File: config.mk
export PLATFORM = sky130hd
export DESIGN_NAME = cordic_angle_acc
export DESIGN_NICKNAME = d
export VERILOG_FILES = /design/src/rtl/cordic_angle_acc.sv
export SDC_FILE = /design/constraint.sdc
export NUM_CORES = 1
export LEC_CHECK = 0
export ABC_AREA = 1
export ABC_CLOCK_PERIOD_IN_PS = 9400
export CORE_MARGIN = 1.5
export CORE_UTILIZATION = 55
export DETAILED_ROUTE_END_ITERATION = 10
export PLACE_DENSITY = 0.88
export SYNTH_ARGS = -nofsm -noshare
export SYNTH_HDL_FRONTEND = slang
export SYNTH_SLANG_ARGS = --single-unit
File: constraint.sdc
create_clock -name clock_i -period 9.4 [get_ports clock_i]
set_clock_uncertainty 0.05 [all_clocks]
set_input_delay 1.88 -clock clock_i [delete_from_list [all_inputs] [get_ports clock_i]]
set_output_delay 1.88 -clock clock_i [all_outputs]
set_load 0.02 [all_outputs]
File: src/rtl/cordic_angle_acc.sv
// CORDIC angle accumulator.
// Holds the running angle z of a CORDIC rotation. Each enabled iteration adds
// or subtracts the arctangent constant for the current step. The iteration
// index is exported so that it can address an external atan ROM. Angle wrap
// modulo 2^WIDTH is intended. A separate sticky flag reports signed overflow
// for callers that care about it.
module cordic_angle_acc #(
  parameter int WIDTH      = 32,
  parameter int NITER      = 16,
  parameter int CNT_W      = 5,
  parameter int ZERO_START = 1
) (
  input  logic             clock_i,
  input  logic             reset_i,
  input  logic             start_i,
  input  logic             en_i,
  input  logic             dir_i,
  input  logic [WIDTH-1:0] atan_val_i,
  input  logic [WIDTH-1:0] z_init_i,
  output logic [WIDTH-1:0] z_o,
  output logic [CNT_W-1:0] iter_o,
  output logic             busy_o,
  output logic             done_o,
  output logic             ovf_o
);

  typedef enum logic {
    IDLE = 1'b0,
    RUN  = 1'b1
  } state_t;

  // Index of the final iteration; NITER may be as large as 2^CNT_W.
  localparam logic [CNT_W-1:0] LAST_ITER = CNT_W'(NITER - 1);

  // Effective addend at WIDTH+1 bits. Negating the most negative atan stays
  // exact here, so it needs no special case.
  function automatic logic signed [WIDTH:0] eff_addend(
    input logic             dir,
    input logic [WIDTH-1:0] atan
  );
    logic signed [WIDTH:0] a_ext;
    a_ext = $signed({atan[WIDTH-1], atan});
    return dir ? a_ext : -a_ext;
  endfunction

  // Exact sum at WIDTH+1 bits; the caller keeps the low WIDTH bits, so the
  // angle wraps.
  function automatic logic signed [WIDTH:0] wide_sum(
    input logic        [WIDTH-1:0] zval,
    input logic signed [WIDTH:0]   addend
  );
    logic signed [WIDTH:0] z_ext;
    z_ext = $signed({zval[WIDTH-1], zval});
    return z_ext + addend;
  endfunction

  // Overflow occurs when both operands share a sign and the wrapped result
  // has the opposite sign.
  function automatic logic sum_ovf(
    input logic        [WIDTH-1:0] zval,
    input logic signed [WIDTH:0]   addend,
    input logic signed [WIDTH:0]   sum
  );
    return (zval[WIDTH-1] == addend[WIDTH]) && (sum[WIDTH-1] != zval[WIDTH-1]);
  endfunction

  state_t                state_q, state_d;
  logic    [WIDTH-1:0]   z_q, z_d;
  logic    [CNT_W-1:0]   iter_q, iter_d;
  logic                  ovf_q, ovf_d;
  logic                  done_q, done_d;

  logic                  step;
  logic                  last;
  logic signed [WIDTH:0] addend;
  logic signed [WIDTH:0] sum_w;

  // An iteration happens only in RUN with en, and only when no start is present.
  assign step   = (state_q == RUN) && en_i && !start_i;
  assign last   = (iter_q == LAST_ITER);
  assign addend = eff_addend(dir_i, atan_val_i);
  assign sum_w  = wide_sum(z_q, addend);

  // State register. Reset returns the block to IDLE.
  always_ff @(posedge clock_i) begin
    if (reset_i) begin
      state_q <= IDLE;
    end else begin
      state_q <= state_d;
    end
  end

  // Next state. Start (re)enters RUN from any state; the last iteration ends the run.
  always_comb begin
    state_d = state_q;
    if (start_i) begin
      state_d = RUN;
    end else if (step && last) begin
      state_d = IDLE;
    end
  end

  // Datapath and status next values: load on start, accumulate on step, otherwise hold.
  always_comb begin
    z_d    = z_q;
    iter_d = iter_q;
    ovf_d  = ovf_q;
    done_d = 1'b0;
    if (start_i) begin
      z_d    = (ZERO_START != 0) ? '0 : z_init_i;
      iter_d = '0;
      ovf_d  = 1'b0;
    end else if (step) begin
      z_d   = sum_w[WIDTH-1:0];
      ovf_d = ovf_q | sum_ovf(z_q, addend, sum_w);
      if (last) begin
        done_d = 1'b1;
      end else begin
        iter_d = iter_q + CNT_W'(1);
      end
    end
  end

  // Datapath and status registers. Reset clears everything, including the angle.
  always_ff @(posedge clock_i) begin
    if (reset_i) begin
      z_q    <= '0;
      iter_q <= '0;
      ovf_q  <= 1'b0;
      done_q <= 1'b0;
    end else begin
      z_q    <= z_d;
      iter_q <= iter_d;
      ovf_q  <= ovf_d;
      done_q <= done_d;
    end
  end

  // Outputs are taken from registers only; busy is decoded from the state register.
  always_comb begin
    z_o    = z_q;
    iter_o = iter_q;
    busy_o = (state_q == RUN);
    done_o = done_q;
    ovf_o  = ovf_q;
  end

endmodule

# Word-level counts from Yosys, hierarchy flattened
# Cells that the tools add are included.
dict set report totals {
  reg_bits 40
  input_bits 69
  output_inout_bits 40
  elab_cells 27
}
dict set report classes {
  addsub 3
  eq_ne 3
  muxes 4
  bitwise_logic 3
  reduce_logical 9
}
# operator n
set op_table {}
lappend op_table {{33-bit two-way mux} 1}
lappend op_table {{32-bit negation with 33-bit output} 1}
lappend op_table {{32-bit adder} 1}
lappend op_table {{5-bit by 1-bit adder with 5-bit output (second input constant)} 1}
lappend op_table {{5-bit by 4-bit == test with 1-bit output (second input constant)} 1}
lappend op_table {{1-bit logical AND} 4}
lappend op_table {{1-bit two-way mux} 3}
lappend op_table {{3-bit OR reduction} 1}
lappend op_table {{1-bit inverter} 2}
lappend op_table {{2-bit AND reduction} 1}
lappend op_table {{2-bit nonzero test} 1}
lappend op_table {{2-bit OR reduction} 1}
lappend op_table {{1-bit == test} 1}
lappend op_table {{1-bit zero test} 1}
lappend op_table {{1-bit != test} 1}
lappend op_table {{1-bit bitwise OR} 1}

# Logic depth before layout (Yosys ltp)
# Gate-level depths: netlist of the first run.
dict set report depth {
  word_depth 6
  ltp_mapped 25
  depth_no_buf 25
}

# Least setup slack after synthesis of the first run
# OpenSTA, ideal clock, no wires.
dict set report synth_path {
  path_kind {input to register}
  from {input atan_val_i[0]}
  to {register z_q[31] (netlist: z_o[31])}
  setup_ns 0.116
  t_arrival_ns 4.171
  required_ns 9.234
  slack_ns 5.062
  path_stages 20
  n_path_buf 0
  path_cell_list {inv_1 -> ha_1 -> nand3_2 -> nor2_4 -> nand2_2 -> nor2_2 -> and3_1 -> nand3_2 -> o21ai_2 -> xnor2_1 -> ha_1 -> a21o_1 -> a21oi_1 -> nand2_1 -> a21oi_1 -> nand2_1 -> nand2_1 -> nand2_1 -> o211ai_1 -> inv_1}
}
dict set report synth_between {
  elab_chain_cells 3
}
# element line_no
set synth_rtl {}
lappend synth_rtl {{start: declaration} 18} ;# input logic [WIDTH-1:0] atan_val_i,
lappend synth_rtl {{32-bit negation with 33-bit output} 43} ;# return dir ? a_ext : -a_ext;
lappend synth_rtl {{33-bit two-way mux *} 43}
lappend synth_rtl {{32-bit adder *} 54} ;# return z_ext + addend;
lappend synth_rtl {{end signal: assignment} 132} ;# z_q <= z_d;
lappend synth_rtl {{end: declaration} 68} ;# logic [WIDTH-1:0] z_q, z_d;
# Mark *: on every way between the ends. The rest lies on a longest branch, timed or not.
# A chain may end at the register's enable or synchronous reset.

# Worst setup path after layout of the first run
dict set report layout_path {
  from {input atan_val_i[0]}
  to {register ovf_q (netlist: ovf_o)}
}
dict set report layout_between {
  elab_chain_cells 6
}
# element line_no
set layout_rtl {}
lappend layout_rtl {{32-bit negation with 33-bit output} 43}
lappend layout_rtl {{33-bit two-way mux *} 43}
lappend layout_rtl {{32-bit adder} 54}
lappend layout_rtl {{1-bit != test} 64} ;# return (zval[WIDTH-1] == addend[WIDTH]) && (sum[WIDTH-1] != zval[WIDTH-1]);
lappend layout_rtl {{1-bit logical AND *} 64}
lappend layout_rtl {{1-bit bitwise OR *} 115} ;# ovf_d = ovf_q | sum_ovf(z_q, addend, sum_w);
lappend layout_rtl {{end signal: assignment} 134} ;# ovf_q <= ovf_d;
lappend layout_rtl {{end: declaration} 70} ;# logic ovf_q, ovf_d;
# Marks and branches as above.

==> results of run 1 <==
cell families after synthesis:
kind of cell             after synthesis
AO/OA/AOI/OAI                        148
XOR/XNOR                              45
adder cells (fa/ha/maj)               36
buffers and inverters                108
flip-flops                            40
AND/OR/NAND/NOR                      320
Yosys cell counts, types with 2 or more instances:
library cell  count
xor2_1           25
nor3_1           13
nand2_2           9
clkbuf_1         10
nor2_1           79
dfxtp_1          40
o21ai_0          45
o21ai_2           4
nor2_2            6
nand2_4           2
nor2_4            5
nand4_1           8
nand2_1         158
o21ai_1           7
o21bai_1         22
a21oi_2           5
a21oi_1          46
ha_1             35
buf_2             2
or2_2             2
a21o_1            4
xnor2_1          20
nand3_1          29
o211ai_1          6
inv_1            87
inv_2             7
nand3_2           4
power breakdown:
part	switching, mW	leakage [nW]	internal, mW
sequential	0.00316	0.324	0.172
combinational	0.103	2.20	0.0643
clock	0.0671	0.0410	0.0508
total	0.174	2.56	0.287
worst max-delay path: cells and delay by family:
kind	cells	cell delay (ps)
adder cells (fa/ha/maj)	2	570
AND/OR/NAND/NOR	12	1340
AO/OA/AOI/OAI	5	950
buffers and inverters	2	530
XOR/XNOR	1	170
worst min path at each step:
stage	endpoint	slack [ps]	cells after the start
after floorplan	ovf_o	490	2
after global placement	ovf_o	400	2
after detailed placement	ovf_o	420	2
after CTS	ovf_o	440	2
after global routing	ovf_o	440	2
final	ovf_o	430	2
layout make-up:
class | count | area [um2]
Fill cell | 690 | 2430
Inverter | 94 | 353
Clock buffer | 6 | 72.6
Sequential cell | 40 | 801
Multi-Input combinational cell | 549 | 3170
Clock inverter | 1 | 5.00
Tap cell | 102 | 128
Timing Repair Buffer | 78 | 776
state kept, by name (all words and copies together) (netlist names):
signal	cells
done_o	1
ovf_o	1
z_o	32
iter_o	5
busy_o	1
metrics by stage:
stage | utilization [%] | hold WS [ps]
after floorplan | - | 488
after global placement | 67.6 | 401
after detailed placement | 67.6 | 419
after CTS | 68.6 | 436
after global routing | 68.6 | 442
final | 68.6 | 430
routing by layer:
| layer | vias up | GRT usage [%] |
|---|---|---|
| li1 | 2419 | - |
| met1 | 2161 | 37.6 |
| met2 | 165 | 53.1 |
| met3 | 19 | 5.64 |
| met4 | 0 | 7.56 |
| met5 | - | 0 |
==> results.json, run 1 <==
{
  "status": "completed",
  "chipHeight_um": 92.2,
  "routedWlPerCell_um": 14.5,
  "die_area_um2": 8500,
  "cts_tree": "built",
  "ys_ff_latch": 40,
  "start_kind": "input pin",
  "clockBufferDepth": 2,
  "avgSynthCellArea_um2": 6.28,
  "max_slew_margin_pct": 38.5,
  "synth_compound_area_share_pct": 20.2,
  "drt-initial-drc-count": 377,
  "tns_ps": 0,
  "power_mw": 0.461,
  "synth_top_family_by_area": "simple AND/OR/NAND/NOR gates",
  "fin_cells": 870,
  "start_util_pct": 56.6,
  "portBuffers": 76,
  "drc_errors": 0,
  "area_growth_pct": 21.1,
  "maxCapViolCount": 0,
  "setup_viol_count_final": 0,
  "gp_congestion": 0.944,
  "final_area_um2": 5300,
  "cts_hold_buf": 0,
  "postCtsSetupBuffers": 0,
  "grtUsageTotal_pct": 30.2,
  "synth_seq_area_share_pct": 18.3,
  "root_buffer": "clkbuf_8",
  "reg2reg_slack_ps": 6860,
  "synthAdderAreaFrac_pct": 10.5,
  "worst_slew_pin_slew_ps": 919,
  "grt_setup_unrepaired": "no",
  "ys_types": 44,
  "cp_common_cell": "nand2_1",
  "yosys.area_share.simple_pct": 32.6,
  "r2r_end": "z_o[11]",
  "finalHoldViolations": 0,
  "fp.dieW_um": 92.2,
  "drt_wl_total_um": 12600,
  "fmax_mhz": 190,
  "cts_max_level": 2,
  "placed_area_um2": 5220,
  "arrival_ps": 5460,
  "critPathRequiredTime_ps": 9590,
  "grt_start_max_net_pins": 43,
  "crit_fanout": 5,
  "cts_buffers": 5,
  "clkTransAtPathRegs_ps": 80,
  "netlist_instances": 697,
  "synth_nets": 802,
  "gr-total-overflow": 0,
  "layout_common_cells": "nand2_1, inv_1, nor2_1, clkdlybuf4s50_1, a21oi_1",
  "synth.area.mux_share_pct": 0,
  "route.met2.wl_um": 6040,
  "startpoint": "atan_val_i[0]",
  "syn_area_um2": 4380,
  "final.setup.worst_slack_ps": 4130,
  "crit_slowest_cell": "clkdlybuf4s50_1",
  "worstSkewPairLatency_ps": 300,
  "fin_nets": 873,
  "powerDensity_nw_per_um2": 87.0,
  "r2r_start": "busy_o",
  "dp.cells": 863,
  "slew_violations": 0,
  "num_vias": 4764,
  "wl_met1_um": 5590,
  "grt_pass1_vias": 4586,
  "cts.sinks": 40,
  "postRouteAntennaNets": 0,
  "hold_path.startpoint": "ovf_o",
  "met3WireLength_um": 784,
  "slowest_delay_ps": 430,
  "layout_commonest_cell": "nand2_1",
  "drive_gt1_share_pct": 7.55,
  "ys_top_cells_by_area": "dfxtp_1, nand2_1, ha_1, inv_1, nor2_1",
  "cts_resized": 0,
  "cp-endpoint": "ovf_o",
  "ys.flop_type": "dfxtp_1",
  "synth_edf_count": 0,
  "synth_top_area_share_pct": 18.3,
  "ys_warn_count": 0,
  "yosys.area.top_type": "dfxtp_1",
  "cellLeakagePower_nw": 2.56,
  "drtPass1Iterations": 5,
  "dp_slack_ps": 3920,
  "hold_path_class": "flop to flop",
  "rows": 32,
  "grt_pass1_wl_um": 20600,
  "diodes": 0,
  "worst-r2r-cell-count": 6,
  "core-area_um2": 7730,
  "peakVddDrop_v": 0.0000564,
  "endpoint_kind": "flop",
  "path_class": "input pin to flop",
  "viasPerCell": 5.48,
  "highest_layer": "met4",
  "yosys.area_share.xor_xnor_pct": 9.01,
  "async_flop_share_pct": 0,
  "pin_count": 109,
  "layout_min_cycle_time_ps": 5270,
  "post-route-period-util_pct": 56.1,
  "grt_antenna_before_repair": 0,
  "cp_cell_sequence": "clkdlybuf4s50_1 -> inv_1 -> ha_1 -> nand3_2 -> nor2_4 -> nand2_2 -> nor2_2 -> and3_1 -> nand3_2 -> o21ai_2 -> xnor2_1 -> ha_1 -> a21o_1 -> a21oi_1 -> nand2_1 -> a21oi_1 -> nand3_1 -> nand2_1 -> nand2_1 -> nand2_1 -> nand2_1 -> a21oi_2",
  "dp_hpwl_um": 10200
}
No activity file was read; power rests on OpenSTA's default activity.
==> inputs of run 2 (changes only) <==
Settings changed: ABC_CLOCK_PERIOD_IN_PS 9400 to 4900, CORE_UTILIZATION 55 to 51, PLACE_DENSITY 0.88 to 0.82.
Clock period 9.4 ns to 4.9 ns, I/O delays scaled along.
==> run 2 against run 1 <==
  * Non-clock buffer count up 2
  * Worst setup slack worse by 3500 ps
  * Worst hold slack lost 14 ps
  * Power rose by 95%
  * Routed wire length fell by 1.5%
  * Largest cell class unchanged
==> results.json, run 2 (same netlist as run 1, synthesis figures left out) <==
{
  "post-route-period-util_pct": 87.1,
  "cts_tree": "built",
  "start_util_pct": 53.0,
  "gp_congestion": 0.971,
  "routedWlPerCell_um": 14.2,
  "fp.dieW_um": 95.6,
  "dp_hpwl_um": 10000,
  "finalHoldViolations": 0,
  "pin_count": 109,
  "layout_common_cells": "nand2_1, inv_1, nor2_1, clkdlybuf4s50_1, a21oi_1",
  "cp_num_buf_inv": 2,
  "power_mw": 0.899,
  "arrival_ps": 4450,
  "chipHeight_um": 95.6,
  "rows": 33,
  "grt_start_max_net_pins": 39,
  "grt_setup_unrepaired": "no",
  "clkTransAtPathRegs_ps": 80,
  "crit_slowest_cell": "clkdlybuf4s50_1",
  "cts_buffers": 5,
  "num_vias": 4677,
  "maxCapViolCount": 0,
  "path_delay_family": "simple AND/OR/NAND/NOR gates",
  "grt_pass1_vias": 4484,
  "area_growth_pct": 21.8,
  "fin_nets": 875,
  "powerDensity_nw_per_um2": 169,
  "drt-initial-drc-count": 262,
  "worstSkewPairLatency_ps": 300,
  "grt_pass1_wl_um": 20500,
  "drc_errors": 0,
  "viasPerCell": 5.34,
  "start_kind": "input pin",
  "fmax_mhz": 234,
  "hold_path_class": "flop to flop",
  "max_slew_margin_pct": 40.6,
  "cts_hold_buf": 0,
  "setup_viol_count_final": 0,
  "tns_ps": 0,
  "portBuffers": 76,
  "cts_resized": 0,
  "fin_cells": 876,
  "drive_gt1_share_pct": 7.78,
  "status": "completed",
  "worst_slew_pin_slew_ps": 891,
  "diodes": 0,
  "slew_violations": 0,
  "core-area_um2": 8260,
  "cp_cell_sequence": "clkdlybuf4s50_1 -> inv_1 -> ha_1 -> nand3_2 -> nor2_4 -> nand2_2 -> nor2_2 -> and3_1 -> nand3_2 -> o21ai_2 -> xnor2_1 -> ha_1 -> a21oi_1 -> nand2_1 -> nand2_1 -> nand2_1 -> a21oi_1 -> nand3_1 -> nand2_1 -> nand2_1 -> nand2_1 -> nand2_1 -> a21oi_2",
  "peakVddDrop_v": 0.000116,
  "root_buffer": "clkbuf_8",
  "layout_commonest_cell": "nand2_1",
  "cp_common_cell": "nand2_1",
  "layout_min_cycle_time_ps": 4270,
  "fill_cells": 766,
  "slowest_delay_ps": 440,
  "cellLeakagePower_nw": 2.58,
  "drt_wl_total_um": 12400,
  "crit_fanout": 4,
  "gr-total-overflow": 0,
  "die_area_um2": 9140,
  "grtUsageTotal_pct": 28.7,
  "cts_max_level": 2,
  "dp.cells": 868,
  "drtPass1Iterations": 7,
  "postRouteAntennaNets": 0,
  "grt_antenna_before_repair": 0,
  "cts.sinks": 40,
  "critPathRequiredTime_ps": 5080,
  "endpoint_kind": "flop",
  "path_class": "input pin to flop",
  "postCtsSetupBuffers": 0,
  "clockBufferDepth": 2,
  "largest_reg_flops": 32
}
==> run 2: changes by cell type in the layout (fill, tap and decap cells not counted) <==
cell	before	now
clkbuf_8	5	6
clkinv_2	1	0
buf_4	2	4
clkbuf_1	1	2
==> run 2: final cells by class <==
cell class                      instances  area (um2)  area share, %
Multi-Input combinational cell        549        3170           59.4
Sequential cell                        40         801           15.0
Timing Repair Buffer                   80         791           14.8
Inverter                               94         353           6.62
Tap cell                              105         131           2.46
Clock buffer                            8        90.1           1.69
==> run 2: stage by stage <==
step	util, %	hold slack, ps	instance area (um2)	setup slack, ps
2_1_floorplan	-	488	4380	1460
3_3_place_gp	63.5	403	5240	469
3_5_place_dp	63.5	407	5240	372
4_1_cts	64.6	420	5330	666
5_1_grt	64.6	447	5330	296
6_report	64.6	416	5330	634
==> run 2: final timing paths <==
path | startpoint | end | slack [ps] | depth (start not counted)
worst max-delay path | atan_val_i[0] | ovf_o | 630 | 23
worst min-delay path | ovf_o | ovf_o | 420 | 2
worst max register to register | z_o[0] | z_o[26] | 2530 | 12
worst min register to register | ovf_o | ovf_o | 420 | 2
==> run 2: report_power, final <==
group          switching (mW)  internal [mW]  leakage [nW]
registers             0.00583          0.331         0.324
logic                   0.197          0.124          2.21
clock network           0.126          0.115        0.0455
total                   0.329          0.570          2.58
==> run 2: metal layers <==
metal / GRT usage, % / wire [um] / part of all wire [%] / vias up
met5: 0 / 0 / 0 / -
met4: 7.60 / 209 / 1.7 / 0
met3: 4.39 / 705 / 5.7 / 20
met2: 49.6 / 5850 / 47 / 132
met1: 36.9 / 5670 / 46 / 2106
li1: - / - / - / 2419
==> run 2: worst reg2reg max path: cells and delay by family, from the launching register on <==
kind                       cells  cell delay (ps)
and+or+nand+nor                6              610
buffers and inverters          1               50
adders and majority gates      2              630
AOI/OAI and AO/OA              3              610
DFF                            1              330
==> inputs of run 3 (changes only) <==
Settings changed: CELL_PAD_IN_SITES_DETAIL_PLACEMENT set to 1, CELL_PAD_IN_SITES_GLOBAL_PLACEMENT set to 2, CORE_UTILIZATION 51 to 26, PLACE_DENSITY 0.82 to not set, PLACE_DENSITY_LB_ADDON set to 0.1.
==> run 3 against run 2 <==
  * Worst setup slack got worse by 190 ps
  * Fmax decreased by 4.3%
  * Worst hold slack got worse by 1.6 ps
  * Via count about the same
  * Highest routed layer unchanged
==> results.json, run 3 (same netlist as run 1, synthesis figures left out) <==
{
  "status": "completed",
  "fp.dieW_um": 133,
  "cts_hold_buf": 0,
  "drt-initial-drc-count": 167,
  "dp_hpwl_um": 13300,
  "endpoint_kind": "flop",
  "portBuffers": 76,
  "cts_resized": 0,
  "start_util_pct": 26.5,
  "start_kind": "input pin",
  "grt_pass1_wl_um": 25800,
  "clockBufferDepth": 2,
  "powerDensity_nw_per_um2": 183,
  "chipHeight_um": 133,
  "crit_fanout": 4,
  "viasPerCell": 4.72,
  "clkTransAtPathRegs_ps": 60,
  "cts_tree": "built",
  "largest_reg_flops": 32,
  "core-area_um2": 16500,
  "drtPass1Iterations": 4,
  "pin_count": 109,
  "grt_antenna_before_repair": 0,
  "grt_start_max_net_pins": 39,
  "cts_max_level": 2,
  "fin_nets": 876,
  "final.setup.worst_slack_ps": 443,
  "critPathRequiredTime_ps": 5090,
  "postRouteAntennaNets": 0,
  "diodes": 0,
  "postCtsSetupBuffers": 0,
  "setup_viol_count_final": 0,
  "dp_slack_ps": 115,
  "drt_wl_total_um": 15900,
  "max_slew_margin_pct": 54.6,
  "layout_common_cells": "nand2_1, inv_1, nor2_1, clkdlybuf4s50_1, a21oi_1",
  "fmax_mhz": 224,
  "area_growth_pct": 26.7,
  "cellLeakagePower_nw": 2.60,
  "num_vias": 4673,
  "die_area_um2": 17600,
  "maxCapViolCount": 0,
  "finalHoldViolations": 0,
  "drc_errors": 0,
  "gr-total-overflow": 0,
  "arrival_ps": 4640,
  "cts_buffers": 5,
  "cts.sinks": 40,
  "power_mw": 1.01,
  "routedWlPerCell_um": 16.0,
  "hold_path_class": "flop to flop",
  "tns_ps": 0,
  "root_buffer": "clkbuf_16",
  "rows": 47,
  "post-route-period-util_pct": 91.0,
  "grt_setup_unrepaired": "no",
  "gp_congestion": 0.862,
  "drive_gt1_share_pct": 8.04,
  "peakVddDrop_v": 0.000113,
  "layout_min_cycle_time_ps": 4460,
  "worst_slew_pin_slew_ps": 680,
  "grt_pass1_vias": 4918,
  "layout_commonest_cell": "nand2_1",
  "worstSkewPairLatency_ps": 310,
  "slew_violations": 0,
  "grtUsageTotal_pct": 18.7,
  "path_class": "input pin to flop"
}
## run 3: final timing paths
path                       from  endpoint  slack, ps  cells after the start
setup reg to reg         z_o[0]   z_o[26]       2520                     12
hold / removal            ovf_o     ovf_o        410                      2
setup / recovery  atan_val_i[0]     ovf_o        440                     23
hold reg to reg           ovf_o     ovf_o        410                      2
## run 3: final cells by class
cell class / instances / area [um2]
clock buffer: 5 / 125
clock inverter: 2 / 12.5
fill: 2098 / 11000
inverter: 94 / 353
multi-input combinational: 549 / 3170
sequential: 40 / 801
tap: 220 / 275
timing repair buffer: 81 / 811
## run 3: power breakdown
| part | switching, mW | total [mW] | internal, mW |
|---|---|---|---|
| Clock | 0.155 | 0.340 | 0.186 |
| Sequential | 0.00581 | 0.337 | 0.331 |
| Combinational | 0.210 | 0.335 | 0.125 |
| Total | 0.370 | 1.01 | 0.642 |
## run 3: worst max-delay path: stages
cell             delay [ps]
clkdlybuf4s50_1         430
inv_1                   100
ha_1                    220
nand3_2                 120
nor2_4                  130
nand2_2                  70
nor2_2                  150
and3_1                  230
nand3_2                 120
o21ai_2                 150
xnor2_1                 220
ha_1                    340
a21oi_1                 200
nand2_1                 100
nand2_1                  80
nand2_1                  50
a21oi_1                 330
nand3_1                 160
nand2_1                 110
nand2_1                  50
nand2_1                  90
nand2_1                  70
a21oi_2                 110
## run 3: layer usage
| layer | wire (um) | track usage [%] | vias up | part of all wire [%] |
|---|---|---|---|---|
| li1 | - | - | 2411 | - |
| met1 | 7900 | 25.3 | 2196 | 50 |
| met2 | 7310 | 31.6 | 59 | 46 |
| met3 | 567 | 3.49 | 7 | 3.6 |
| met4 | 122 | 2.75 | 0 | 0.77 |
| met5 | 0 | 0 | - | 0 |
## run 3: metrics by stage
stage / std cells / instance area, um2 / hold slack (ps) / util [%]
6_report: 991 / 5540 / 415 / 33.5
5_1_grt: 991 / 5540 / 442 / 33.5
4_1_cts: 991 / 5540 / 422 / 33.5
3_5_place_dp: 984 / 5410 / 405 / 32.7
3_3_place_gp: 984 / 5410 / 403 / 32.7
2_1_floorplan: 697 / 4380 / 488 / -
